**src/rtl/hash_blacklist_if.sv**
```systemverilog
// hash_blacklist_if: insert, check and response channels of the hash blacklist,
// plus the occupancy status (count/full) reported back to the requester.
interface hash_blacklist_if #(
  parameter int HASH_SIZE = 32,
  parameter int DEPTH     = 16
);
  localparam int IDX_W = $clog2(DEPTH);
  localparam int CNT_W = $clog2(DEPTH + 1);

  logic                 ins_valid;
  logic                 ins_ready;
  logic [HASH_SIZE-1:0] ins_hash;

  logic                 chk_valid;
  logic                 chk_ready;
  logic [HASH_SIZE-1:0] chk_hash;

  logic                 rsp_valid;
  logic                 rsp_ready;
  logic                 rsp_hit;
  logic [IDX_W-1:0]     rsp_idx;

  logic [CNT_W-1:0]     count;
  logic                 full;

  modport master (
    output ins_valid, ins_hash, chk_valid, chk_hash, rsp_ready,
    input  ins_ready, chk_ready, rsp_valid, rsp_hit, rsp_idx, count, full
  );

  modport slave (
    input  ins_valid, ins_hash, chk_valid, chk_hash, rsp_ready,
    output ins_ready, chk_ready, rsp_valid, rsp_hit, rsp_idx, count, full
  );
endinterface

```
**src/rtl/hash_blacklist.sv**
```systemverilog
// hash_blacklist: ring of DEPTH stored hashes (oldest overwritten when full)
// answering membership lookups. By default a lookup walks the valid entries
// with a single comparator; defining HASH_BL_PARALLEL_EN compares every entry
// in the accept cycle instead and responds one cycle later.
module hash_blacklist #(
  parameter int HASH_SIZE = 32,
  parameter int DEPTH     = 16
) (
  input logic              clk,
  input logic              rst,
  hash_blacklist_if.slave  bus
);
  localparam int IDX_W = $clog2(DEPTH);
  localparam int CNT_W = $clog2(DEPTH + 1);

`ifdef HASH_BL_PARALLEL_EN
  typedef enum logic [1:0] {IDLE, RESP} state_t;
`else
  typedef enum logic [1:0] {IDLE, SCAN, RESP} state_t;
`endif

  state_t               r_state;
  logic [HASH_SIZE-1:0] r_entry [DEPTH];
  logic [DEPTH-1:0]     r_valid;
  logic [IDX_W-1:0]     r_wrPtr;
  logic [CNT_W-1:0]     r_count;
  logic                 r_insReady;
  logic                 r_rspValid;
  logic                 r_rspHit;
  logic [IDX_W-1:0]     r_rspIdx;

  logic                 w_insFire;
  logic                 w_chkFire;

  // Inserts only land while idle, and an insert pre-empts a same-cycle check.
  assign w_insFire     = bus.ins_valid && r_insReady;
  assign bus.ins_ready = r_insReady;
  assign bus.chk_ready = r_insReady && !bus.ins_valid;
  assign w_chkFire     = bus.chk_valid && bus.chk_ready;

  assign bus.rsp_valid = r_rspValid;
  assign bus.rsp_hit   = r_rspHit;
  assign bus.rsp_idx   = r_rspIdx;
  assign bus.count     = r_count;
  assign bus.full      = (r_count == CNT_W'(DEPTH));

`ifdef HASH_BL_PARALLEL_EN
  logic             w_parHit;
  logic [IDX_W-1:0] w_parIdx;

  // Compare every entry at once; walking downwards leaves the lowest match.
  always_comb begin
    w_parHit = 1'b0;
    w_parIdx = '0;
    for (int i = DEPTH - 1; i >= 0; i--) begin
      if (r_valid[i] && (r_entry[i] == bus.chk_hash)) begin
        w_parHit = 1'b1;
        w_parIdx = IDX_W'(i);
      end
    end
  end
`else
  logic [HASH_SIZE-1:0] r_key;
  logic [IDX_W-1:0]     r_scanIdx;
  logic                 w_scanMatch;
  logic                 w_scanLast;

  assign w_scanMatch = r_valid[r_scanIdx] && (r_entry[r_scanIdx] == r_key);
  assign w_scanLast  = (CNT_W'(r_scanIdx) == (r_count - CNT_W'(1)));
`endif

  // Hash storage; stale data is harmless because validity is tracked separately.
  always_ff @(posedge clk) begin
    if (!rst && w_insFire) begin
      r_entry[r_wrPtr] <= bus.ins_hash;
    end
  end

  // Occupancy bookkeeping: valid bits, write pointer and saturating count.
  always_ff @(posedge clk) begin
    if (rst) begin
      r_valid <= '0;
      r_wrPtr <= '0;
      r_count <= '0;
    end else if (w_insFire) begin
      r_valid[r_wrPtr] <= 1'b1;
      r_wrPtr          <= r_wrPtr + 1'b1;
      if (r_count != CNT_W'(DEPTH)) begin
        r_count <= r_count + 1'b1;
      end
    end
  end

  // Lookup sequencer with registered handshake and response outputs.
  always_ff @(posedge clk) begin
    if (rst) begin
      r_state    <= IDLE;
      r_insReady <= 1'b1;
      r_rspValid <= 1'b0;
      r_rspHit   <= 1'b0;
      r_rspIdx   <= '0;
`ifndef HASH_BL_PARALLEL_EN
      r_key      <= '0;
      r_scanIdx  <= '0;
`endif
    end else begin
      case (r_state)
        IDLE: begin
          if (w_chkFire) begin
            r_insReady <= 1'b0;
`ifdef HASH_BL_PARALLEL_EN
            r_state    <= RESP;
            r_rspValid <= 1'b1;
            r_rspHit   <= w_parHit;
            r_rspIdx   <= w_parIdx;
`else
            r_key     <= bus.chk_hash;
            r_scanIdx <= '0;
            if (r_count == '0) begin
              r_state    <= RESP;
              r_rspValid <= 1'b1;
              r_rspHit   <= 1'b0;
              r_rspIdx   <= '0;
            end else begin
              r_state <= SCAN;
            end
`endif
          end
        end
`ifndef HASH_BL_PARALLEL_EN
        SCAN: begin
          if (w_scanMatch) begin
            r_state    <= RESP;
            r_rspValid <= 1'b1;
            r_rspHit   <= 1'b1;
            r_rspIdx   <= r_scanIdx;
          end else if (w_scanLast) begin
            r_state    <= RESP;
            r_rspValid <= 1'b1;
            r_rspHit   <= 1'b0;
            r_rspIdx   <= '0;
          end else begin
            r_scanIdx <= r_scanIdx + 1'b1;
          end
        end
`endif
        RESP: begin
          if (bus.rsp_ready) begin
            r_state    <= IDLE;
            r_insReady <= 1'b1;
            r_rspValid <= 1'b0;
          end
        end
        default: begin
          r_state    <= IDLE;
          r_insReady <= 1'b1;
          r_rspValid <= 1'b0;
        end
      endcase
    end
  end
endmodule

```
**src/flat_wrapper.sv**
```systemverilog
// flat-port wrapper written by rule: the top's interface ports become plain ports
module hash_blacklist_flat 
#(
  parameter int HASH_SIZE = 32,
  parameter int DEPTH     = 16
)
  (clk, rst, bus_ins_valid, bus_ins_hash, bus_chk_valid, bus_chk_hash, bus_rsp_ready, bus_ins_ready, bus_chk_ready, bus_rsp_valid, bus_rsp_hit, bus_rsp_idx, bus_count, bus_full);
  hash_blacklist_if #(.HASH_SIZE(HASH_SIZE), .DEPTH(DEPTH)) bus_i ();
  input logic clk;
  input logic rst;
  input wire logic [$bits(bus_i.ins_valid)-1:0] bus_ins_valid;
  input wire logic [$bits(bus_i.ins_hash)-1:0] bus_ins_hash;
  input wire logic [$bits(bus_i.chk_valid)-1:0] bus_chk_valid;
  input wire logic [$bits(bus_i.chk_hash)-1:0] bus_chk_hash;
  input wire logic [$bits(bus_i.rsp_ready)-1:0] bus_rsp_ready;
  output wire logic [$bits(bus_i.ins_ready)-1:0] bus_ins_ready;
  output wire logic [$bits(bus_i.chk_ready)-1:0] bus_chk_ready;
  output wire logic [$bits(bus_i.rsp_valid)-1:0] bus_rsp_valid;
  output wire logic [$bits(bus_i.rsp_hit)-1:0] bus_rsp_hit;
  output wire logic [$bits(bus_i.rsp_idx)-1:0] bus_rsp_idx;
  output wire logic [$bits(bus_i.count)-1:0] bus_count;
  output wire logic [$bits(bus_i.full)-1:0] bus_full;
  assign bus_i.ins_valid = bus_ins_valid;
  assign bus_i.ins_hash = bus_ins_hash;
  assign bus_i.chk_valid = bus_chk_valid;
  assign bus_i.chk_hash = bus_chk_hash;
  assign bus_i.rsp_ready = bus_rsp_ready;
  assign bus_ins_ready = bus_i.ins_ready;
  assign bus_chk_ready = bus_i.chk_ready;
  assign bus_rsp_valid = bus_i.rsp_valid;
  assign bus_rsp_hit = bus_i.rsp_hit;
  assign bus_rsp_idx = bus_i.rsp_idx;
  assign bus_count = bus_i.count;
  assign bus_full = bus_i.full;
  hash_blacklist #(.HASH_SIZE(HASH_SIZE), .DEPTH(DEPTH)) u_core (.clk(clk), .rst(rst), .bus(bus_i));
endmodule
```
**config.mk**
```make
export PLATFORM = sky130hd
export DESIGN_NAME = hash_blacklist_flat
export DESIGN_NICKNAME = d
export VERILOG_FILES = /design/src/rtl/hash_blacklist_if.sv /design/src/rtl/hash_blacklist.sv /design/src/flat_wrapper.sv
export SDC_FILE = /design/constraint.sdc
export NUM_CORES = 1
export LEC_CHECK = 0
export BUFFER_PORTS_ARGS = -buffer_cell sky130_fd_sc_hd__buf_2
export CAP_MARGIN = 5
export CELL_PAD_IN_SITES_DETAIL_PLACEMENT = 0
export CELL_PAD_IN_SITES_GLOBAL_PLACEMENT = 1
export CORE_ASPECT_RATIO = 0.7
export CORE_MARGIN = 2
export CORE_UTILIZATION = 40
export DETAILED_ROUTE_END_ITERATION = 10
export PLACE_DENSITY = 0.63
export SLEW_MARGIN = 25
export SYNTH_ARGS = -nofsm -noshare
export SYNTH_HDL_FRONTEND = slang
export SYNTH_SLANG_ARGS = --single-unit
```
**constraint.sdc**
```tcl
create_clock -name clk -period 4.9 [get_ports clk]
set_clock_uncertainty 0.1 [all_clocks]
set_input_delay 1.47 -clock clk [delete_from_list [all_inputs] [get_ports clk]]
set_output_delay 1.47 -clock clk [all_outputs]
set_load 0.05 [all_outputs]
```
==> results_dict.tcl, run 1 <==
set metrics [dict create \
    cts_resized 0 \
    synth_top_cell_by_area "edfxtp_1" \
    drive_gt1_share_pct 23.3 \
    clkSlewWorstSetupHoldPaths_ns 0.06 \
    start_kind "flop" \
    holdWs_ns 0.349 \
    drt_iter0_markers 1168 \
    critPathKind "reg2reg" \
    setup_ws_ns 0.417 \
    leakage_nw 8.94 \
    crit_chain "nor2b_1 > a221oi_1 > o21ai_1 > and4_1 > a221oi_1 > nand4_1 > nor4_2 > buf_4 > nand3b_1 > a21oi_1" \
    postCtsHoldBufs 0 \
    postCtsSetupBuffers 0 \
    routedWlPerCell_um 27.7 \
    crit_path_frequent_cell "a221oi_1" \
    synth_edf_count 512 \
    max_slew_margin_pct 34.9 \
    crit_family "simple AND/OR/NAND/NOR gates" \
    synthXorXnorAreaFrac_pct 1.99 \
    syn-num-nets 1451 \
    synth_top_area_share_pct 64.8 \
    fmax_mhz 223 \
    synth-adder-area-share_pct 0.369 \
    cp_data_arrival_time_ns 4.81 \
    regToRegSetupSlack_ns 0.42 \
    worstPathMaxFanout 47 \
    grt_antenna_before_repair 3 \
    dp_hpwl_mm 38.3 \
    portBuffers 82 \
    rsz0062_at_grt "false" \
    whs_endpoint "u_core.r_valid[8]$_SDFFE_PP0P_" \
    worstPathRequired_ns 5.23 \
    final_util_pct 46.3 \
    nNetsFinal 1566 \
    vias 13000 \
    track_usage_pct 21.0 \
    stdcell_count 2334 \
    grt_pass1_vias 12900 \
    cp_num_buf_inv 1 \
    grt_pass1_wl_mm 92.2 \
    area_growth_pct 14.2 \
    postSynthAreaPerCell_um2 17.3 \
    synth.ff_latch_count 586 \
    synth_warnings 0 \
    grt_max_degree 56 \
    synthTopCellsByArea "edfxtp_1, mux4_2, dfxtp_1, mux2i_1, nand2_1" \
    start_util_pct 40.6 \
    p_per_area_nw_per_um2 384 \
    antenna_left 0 \
    fp.dieW_um 295 \
    yosysSeqAreaShare_pct 71.0 \
    holdPathStages 1 \
    run_status "finished clean" \
    worstHoldPathType "reg2reg" \
    setup_viol 0 \
    placed_cells 2232 \
    fin_tns_setup_ns 0 \
    final_area_um2 27100 \
    reg2reg_to "u_core.bus.rsp_hit$_SDFFE_PP0P_" \
    crit_slowest_cell "dfxtp_4" \
    finalCritPeriodShare_pct 91.5 \
    gr-total-overflow 0 \
    drc_errors 0 \
    r2r.worst_path.cells 10 \
    syn_inst 1375 \
    synth-compound-area-share_pct 5.33 \
    gp_congestion 0.822 \
    worstMarginPinSlew_ns 0.975 \
    period_needed_ns 4.48 \
    placed_area_um2 25300 \
    min-delay-start "u_core.r_valid[8]$_SDFFE_PP0P_" \
    clock-sinks 586 \
    vias_per_cell 5.59 \
    peakVddDrop_mv 0.256 \
    yosys.area_share.simple_pct 4.97 \
    synthArstFlopShare_pct 0 \
    power_mw 10.4 \
    routed_wl_mm 64.6 \
    critPathMaxStageDelay_ns 0.87 \
    synth_cell_type_count 76 \
    htree_num_levels 2 \
    std_cell_rows 74 \
    dpl_worst_slack_ns 0.420 \
    dr.pass1.iters 5 \
    synthMuxAreaShare_pct 13.9 \
    cts_inserted_buffers 54 \
    cts_tree "built" \
    io_pins 83 \
    synth_top_family_by_area "multiplexers" \
    cts_root_buf "clkbuf_16" \
    maxCapViolations 0 \
    drv_slew 0 \
    clk_path_buf_depth 3 \
    die-area_um2 61300 \
    synthFlopType "edfxtp_1" \
    cp-end-kind "flop" \
    die_h_um 208 \
    clk_latency_ns 0.60 \
    coreArea_um2 58500 \
    hold_viol 0 \
    synth_area_um2 23700 \
]
per-layer routing:
layer / wire length, um / global-route usage, % / share of wire [%] / up-vias
met2: 28900 / 31.5 / 45 / 440
met5: 21 / 0 / 0.032 / -
met3: 4760 / 4.65 / 7.4 / 82
met4: 1160 / 4.31 / 1.8 / 4
met1: 29800 / 31.5 / 46 / 6851
li1: - / - / - / 5659
Yosys cell counts (all sizes together) (7+ instances only):
| master | number |
|---|---|
| a21o | 19 |
| a21oi | 43 |
| a221oi | 11 |
| a22oi | 12 |
| buf | 51 |
| clkbuf | 23 |
| dfxtp | 74 |
| edfxtp | 512 |
| ha | 7 |
| inv | 18 |
| mux2 | 18 |
| mux2i | 100 |
| mux4 | 92 |
| nand2 | 118 |
| nand2b | 11 |
| nand4 | 12 |
| nor2 | 43 |
| nor2b | 14 |
| nor3 | 9 |
| o21ai | 22 |
| o22ai | 11 |
| o32ai | 8 |
| or3 | 9 |
| xnor2 | 20 |
| xor2 | 34 |
kinds of logic after synthesis:
group	Yosys count
AO/OA/AOI/OAI	179
XOR/XNOR	54
adder cells (fa/ha/maj)	7
buffers and inverters	93
flip-flops	586
multiplexers	210
AND/OR/NAND/NOR	246
power by group:
group	total [mW]	switching [mW]	internal, mW
registers	5.54	0.0612	5.48
logic	0.527	0.339	0.188
clock network	4.34	1.84	2.50
cells in the final DEF, fill, tap and decap left out, drive strengths merged, types with 4 or more instances in the layout:
cell type and count:
edfxtp 512, buf 133, nand2 118, mux2i 100, mux4 92, dfxtp 74
clkbuf 71, a21oi 43, nor2 43, xor2 34, clkinv 23, o21ai 22
xnor2 20, a21o 19, inv 19, mux2 18, nor2b 14, a22oi 12
nand4 12, nand2b 11, o22ai 11, a221oi 11, or3 9, nor3 9
o32ai 8, ha 7, a221o 6, bufinv 6, and2 6, o211ai 6
nor4 6, a211oi 5, nand3 5, a2bb2oi 4, a2111oi 4
registers in the layout, indices dropped and copies added, names as in the netlist, named ones only:
name,count
u_core.bus.count,5
u_core.bus.ins_ready,1
u_core.bus.rsp_hit,1
u_core.bus.rsp_idx,4
u_core.bus.rsp_valid,1
u_core.r_entry,512
u_core.r_key,32
u_core.r_scanIdx,4
u_core.r_state,2
u_core.r_valid,16
u_core.r_wrPtr,4
layout make-up:
class,count,area (um^2)
Fill cell,5128,31400
Sequential cell,586,16900
Multi-Input combinational cell,696,6420
Clock buffer,71,1530
Tap cell,798,998
Timing Repair Buffer,133,931
Clock inverter,30,297
Inverter,19,71.3
Antenna cell,1,2.50
worst register-to-register path: stages, from the launching register on:
cell      delay, ns
dfxtp_4        0.87
nor2b_1        0.49
a221oi_1       0.67
o21ai_1        0.14
and4_1         0.30
a221oi_1       0.49
nand4_1        0.39
nor4_2         0.45
buf_4          0.24
nand3b_1       0.12
a21oi_1        0.07
how the worst max path moves through the flow:
stage	startpoint	endpoint	slack [ns]	cells past startpoint
2_1_floorplan	rst	u_core.r_entry[0][0]$_DFFE_PP_	0.1	4
3_3_place_gp	flop	u_core.bus.rsp_hit$_SDFFE_PP0P_	0.50	10
3_5_place_dp	flop	u_core.bus.rsp_hit$_SDFFE_PP0P_	0.42	10
4_1_cts	flop	u_core.bus.rsp_hit$_SDFFE_PP0P_	0.41	10
5_1_grt	flop	u_core.bus.rsp_hit$_SDFFE_PP0P_	0.08	11
6_report	flop	u_core.bus.rsp_hit$_SDFFE_PP0P_	0.42	10
Note: power is estimated with default switching activity, not from simulation.
==> run 2: changes to the inputs <==
==> constraint.sdc (replaced) <==
create_clock -name clk -period 4.9 [get_ports clk]
set_clock_uncertainty 0.1 [all_clocks]
set_input_delay 0.49 -clock clk [delete_from_list [all_inputs] [get_ports clk]]
set_output_delay 0.49 -clock clk [all_outputs]
set_load 0.05 [all_outputs]
==> run 2 against run 1 <==
- power shrank 1.9%
- critical path depth is the same
- utilization shrank 0.13 points
- non-clock buffer count grew 13
- critical endpoint unchanged
==> results_dict.tcl, run 2 (synthesis results as in run 1) <==
set metrics [dict create \
    grt_pass1_wl_mm 92.8 \
    vias 13200 \
    io_pins 83 \
    max_slew_margin_pct 39.5 \
    finalCritPeriodShare_pct 86.3 \
    track_usage_pct 21.0 \
    final_common_cell "edfxtp_1" \
    std_cell_rows 74 \
    gp_congestion 0.805 \
    grt_pass1_vias 13000 \
    fin_tns_setup_ns 0 \
    fill_cells 5099 \
    clk_path_buf_depth 3 \
    postCtsHoldBufs 0 \
    cts_root_buf "clkbuf_16" \
    largest_reg_flops 512 \
    hold_viol 0 \
    clk_latency_ns 0.59 \
    critPathKind "reg2reg" \
    drive_gt1_share_pct 23.3 \
    drc_errors 0 \
    setup_viol 0 \
    portBuffers 82 \
    p_per_area_nw_per_um2 377 \
    cp_data_arrival_time_ns 4.57 \
    fp.dieW_um 295 \
    coreArea_um2 58500 \
    maxCapViolations 0 \
    cts_inserted_buffers 54 \
    antenna_left 0 \
    cts_resized 0 \
    grt_antenna_before_repair 1 \
    final_util_pct 46.2 \
    largest_register "u_core.r_entry" \
    nNetsFinal 1579 \
    worstPathMaxFanout 18 \
    period_needed_ns 4.23 \
    clkSlewWorstSetupHoldPaths_ns 0.06 \
    die-area_um2 61300 \
    drv_slew 0 \
    dp_hpwl_mm 40.6 \
    clock-sinks 586 \
    gr-total-overflow 0 \
    vias_per_cell 5.63 \
    grt_max_degree 54 \
    worstPathRequired_ns 5.24 \
    peakVddDrop_mv 0.288 \
    postCtsSetupBuffers 0 \
    cts_tree "built" \
    worstHoldPathType "in2reg" \
    start_kind "flop" \
    reg_top3 "u_core.r_entry: 512 flops, u_core.r_key: 32 flops, u_core.r_valid: 16 flops" \
    leakage_nw 8.93 \
    drt_iter0_markers 1525 \
    fmax_mhz 236 \
    routed_wl_mm 64.4 \
    rsz0062_at_grt "false" \
    die_h_um 208 \
    cp-end-kind "flop" \
    routedWlPerCell_um 27.5 \
    worstMarginPinSlew_ns 0.906 \
    start_util_pct 40.6 \
    dr.pass1.iters 5 \
    layout_common_cells "edfxtp_1, nand2_1, mux2i_1" \
    htree_num_levels 2 \
    run_status "finished clean" \
    area_growth_pct 13.9 \
]
[run 2: cell count changes in the layout (fill, tap and decap cells not counted), sizes merged]
| cell | before | now |
|---|---|---|
| bufinv | 6 | 4 |
| diode | 1 | 2 |
| clkinvlp | 1 | 2 |
| buf | 133 | 146 |
| clkinv | 23 | 14 |
| clkbuf | 71 | 76 |
[run 2: stage by stage]
stage	setup slack [ns]	instances	instance area [um^2]	hold slack (ns)	power [mW]
floorplan	0.911	1375	23700	0.321	5.94
global placement	0.775	2242	25300	0.329	6.16
detailed placement	0.729	2245	25300	0.336	6.17
CTS	0.721	2341	27000	0.0109	10.3
global route	0.530	2341	27000	0.0246	10.5
finish	0.671	2343	27000	0.0377	10.2
[run 2: critical path, stage by stage (launching register included)]
cell and delay [ns]:
dfxtp_2 0.73, inv_1 0.60, a221oi_1 0.59, o21ai_1 0.13
and4_1 0.31, a221oi_1 0.37, nand4_1 0.33, nor4_2 0.46
buf_4 0.24, nand3b_1 0.12, a21oi_1 0.07
[run 2: final cells by class]
cell class	count	area, um^2	share of cell area, %
Antenna cell	2	5.00	0.0185
Timing Repair Buffer	146	976	3.61
Multi-Input combinational cell	696	6430	23.8
Clock inverter	20	200	0.740
Sequential cell	586	16900	62.4
Inverter	19	71.3	0.264
Tap cell	798	998	3.69
Clock buffer	76	1500	5.53
[run 2: worst paths after layout]
kind,cells past startpoint,startpoint,to,slack (ns)
setup / recovery,10,flop,u_core.bus.rsp_hit$_SDFFE_PP0P_,0.67
hold / removal,3,bus_chk_hash[30],u_core.r_key[30]$_SDFFE_PP0P_,0.04
setup reg to reg,10,flop,u_core.bus.rsp_hit$_SDFFE_PP0P_,0.67
hold reg to reg,1,u_core.r_valid[2]$_SDFFE_PP0P_,u_core.r_valid[2]$_SDFFE_PP0P_,0.35
[run 2: layer usage]
metal / GRT usage [%] / share of wire, %
met5: 0 / 0
met4: 3.22 / 1.3
met3: 3.10 / 5.9
met2: 31.3 / 44
met1: 33.2 / 48
[run 2: where the power goes]
| group | total (mW) | leakage [nW] | switching, mW | internal, mW |
|---|---|---|---|---|
| sequential | 5.54 | 5.21 | 0.0569 | 5.48 |
| combinational | 0.525 | 2.89 | 0.340 | 0.185 |
| clock | 4.15 | 0.827 | 1.82 | 2.33 |
| total | 10.2 | 8.93 | 2.22 | 7.99 |
==> run 3: changes to the inputs <==
- RECOVER_POWER: not set -> 100
==> run 3 against run 2 <==
- routed wire length barely moved
- register-to-register slack got worse by 0.15 ns
- final area down 1.2%
- flip-flop and latch count did not move
- utilization fell by 0.57 points
- the flow now finishes with violations (capacitance limit, slew limit)
- clock power barely moved
- critical path depth stayed put
- non-clock buffer count stayed put
- fmax decreased by 3.5%
==> results_dict.tcl, run 3 (synthesis results as in run 1) <==
set metrics [dict create \
    run_status "complete, but fails checks" \
    violations "capacitance limit, slew limit" \
    cts_tree "built" \
    grt_antenna_before_repair 1 \
    postCtsHoldBufs 0 \
    grt_pass1_wl_mm 92.8 \
    dr.pass1.iters 5 \
    fin_tns_setup_ns 0 \
    drv_slew 290 \
    critPathKind "reg2reg" \
    antenna_left 0 \
    worstPathMaxFanout 18 \
    worstMarginPinSlew_ns 3.33 \
    maxCapViolations 13 \
    worstHoldPathType "in2reg" \
    gp_congestion 0.805 \
    holdWs_ns 0.0352 \
    setup_viol 0 \
    cts_root_buf "clkbuf_16" \
    fp.dieW_um 295 \
    track_usage_pct 21.0 \
    period_needed_ns 4.38 \
    final_common_cell "edfxtp_1" \
    finalCritPeriodShare_pct 89.4 \
    reg_top3 "u_core.r_entry: 512 flops, u_core.r_key: 32 flops, u_core.r_valid: 16 flops" \
    hold_viol 0 \
    portBuffers 82 \
    leakage_nw 8.65 \
    clk_path_buf_depth 3 \
    cp_data_arrival_time_ns 4.72 \
    worstPathRequired_ns 5.24 \
    largest_register "u_core.r_entry" \
    cts_resized 0 \
    cts_inserted_buffers 54 \
    start_util_pct 40.6 \
    peakVddDrop_mv 0.288 \
    min-delay-start "bus_chk_hash[7]" \
    fmax_mhz 228 \
    max_slew_margin_pct -122 \
    dp_hpwl_mm 40.6 \
    clock-sinks 586 \
    gr-total-overflow 0 \
    drc_errors 0 \
    vias_per_cell 5.62 \
    clkSlewWorstSetupHoldPaths_ns 0.06 \
    grt_max_degree 54 \
    io_pins 83 \
    grt_pass1_vias 13000 \
    postCtsSetupBuffers 0 \
    coreArea_um2 58500 \
    routedWlPerCell_um 27.5 \
    nNetsFinal 1579 \
    die-area_um2 61300 \
    routed_wl_mm 64.5 \
    layout_common_cells "edfxtp_1, nand2_1, mux2i_1" \
    clk_latency_ns 0.59 \
    die_h_um 208 \
    fill_cells 5159 \
    largest_reg_flops 512 \
    htree_num_levels 2 \
    vias 13200 \
    std_cell_rows 74 \
    start_kind "flop" \
    p_per_area_nw_per_um2 382 \
    rsz0062_at_grt "false" \
    drive_gt1_share_pct 17.7 \
    drt_iter0_markers 1556 \
    cp-end-kind "flop" \
    area_growth_pct 12.5 \
]
run 3: cell types whose count changed in the layout (fill, tap and decap cells not counted), moves of 3 or more:
cell      previous run  this run
clkbuf_1            17        87
buf_16               3         0
buf_4               59        34
buf_2               82        36
nor2_1              30        42
clkbuf_2             0         4
nor3_2               5         2
nor2_4              12         0
nor3_1               3         6
run 3: where the power goes:
part | internal [mW] | switching, mW | leakage (nW)
Sequential | 5.48 | 0.0577 | 5.21
Clock | 2.33 | 1.81 | 0.827
Combinational | 0.178 | 0.339 | 2.61
run 3: layout make-up:
type                            count  area [um^2]  area share [%]
Timing Repair Buffer              146          758            2.84
Inverter                           19         71.3           0.267
Antenna cell                        1         2.50         0.00937
Multi-Input combinational cell    696         6320            23.6
Sequential cell                   586        16900            63.2
Clock inverter                     20          200           0.749
Tap cell                          798          998            3.74
Clock buffer                       76         1500            5.60
run 3: worst paths after layout:
kind                                      to  slack, ns  cells after the start
max          u_core.bus.rsp_hit$_SDFFE_PP0P_       0.52                     10
min             u_core.r_key[7]$_SDFFE_PP0P_       0.04                      3
max reg2reg  u_core.bus.rsp_hit$_SDFFE_PP0P_       0.52                     10
min reg2reg   u_core.r_valid[0]$_SDFFE_PP0P_       0.35                      1
run 3: metal layers:
metal | routed length (um) | global-route usage, % | vias up | share of wire, %
met5 | 0 | 0 | - | 0
met4 | 842 | 3.22 | 0 | 1.3
met3 | 4010 | 3.10 | 65 | 6.2
met2 | 28600 | 31.3 | 453 | 44
met1 | 31100 | 33.2 | 6966 | 48
li1 | - | - | 5674 | -
run 3: per-stage QoR:
step / setup slack [ns] / cells / utilization [%] / instance area (um^2) / power [mW]
6_report: 0.520 / 2342 / 45.6 / 26700 / 10.2
5_1_grt: 0.372 / 2341 / 45.6 / 26700 / 10.5
4_1_cts: 0.721 / 2341 / 46.2 / 27000 / 10.3
3_5_place_dp: 0.729 / 2245 / 43.3 / 25300 / 6.17
3_3_place_gp: 0.775 / 2242 / 43.2 / 25300 / 6.16
2_1_floorplan: 0.911 / 1375 / - / 23700 / 5.94
run 3: critical path, cell delays in order, from the launching register on:
cell	delay, ns
dfxtp_2	0.72
inv_1	0.57
a221oi_1	0.58
o21ai_0	0.17
and4_1	0.31
a221oi_1	0.38
nand4_1	0.33
nor4_1	0.58
buf_4	0.27
nand3b_1	0.12
a21oi_1	0.07
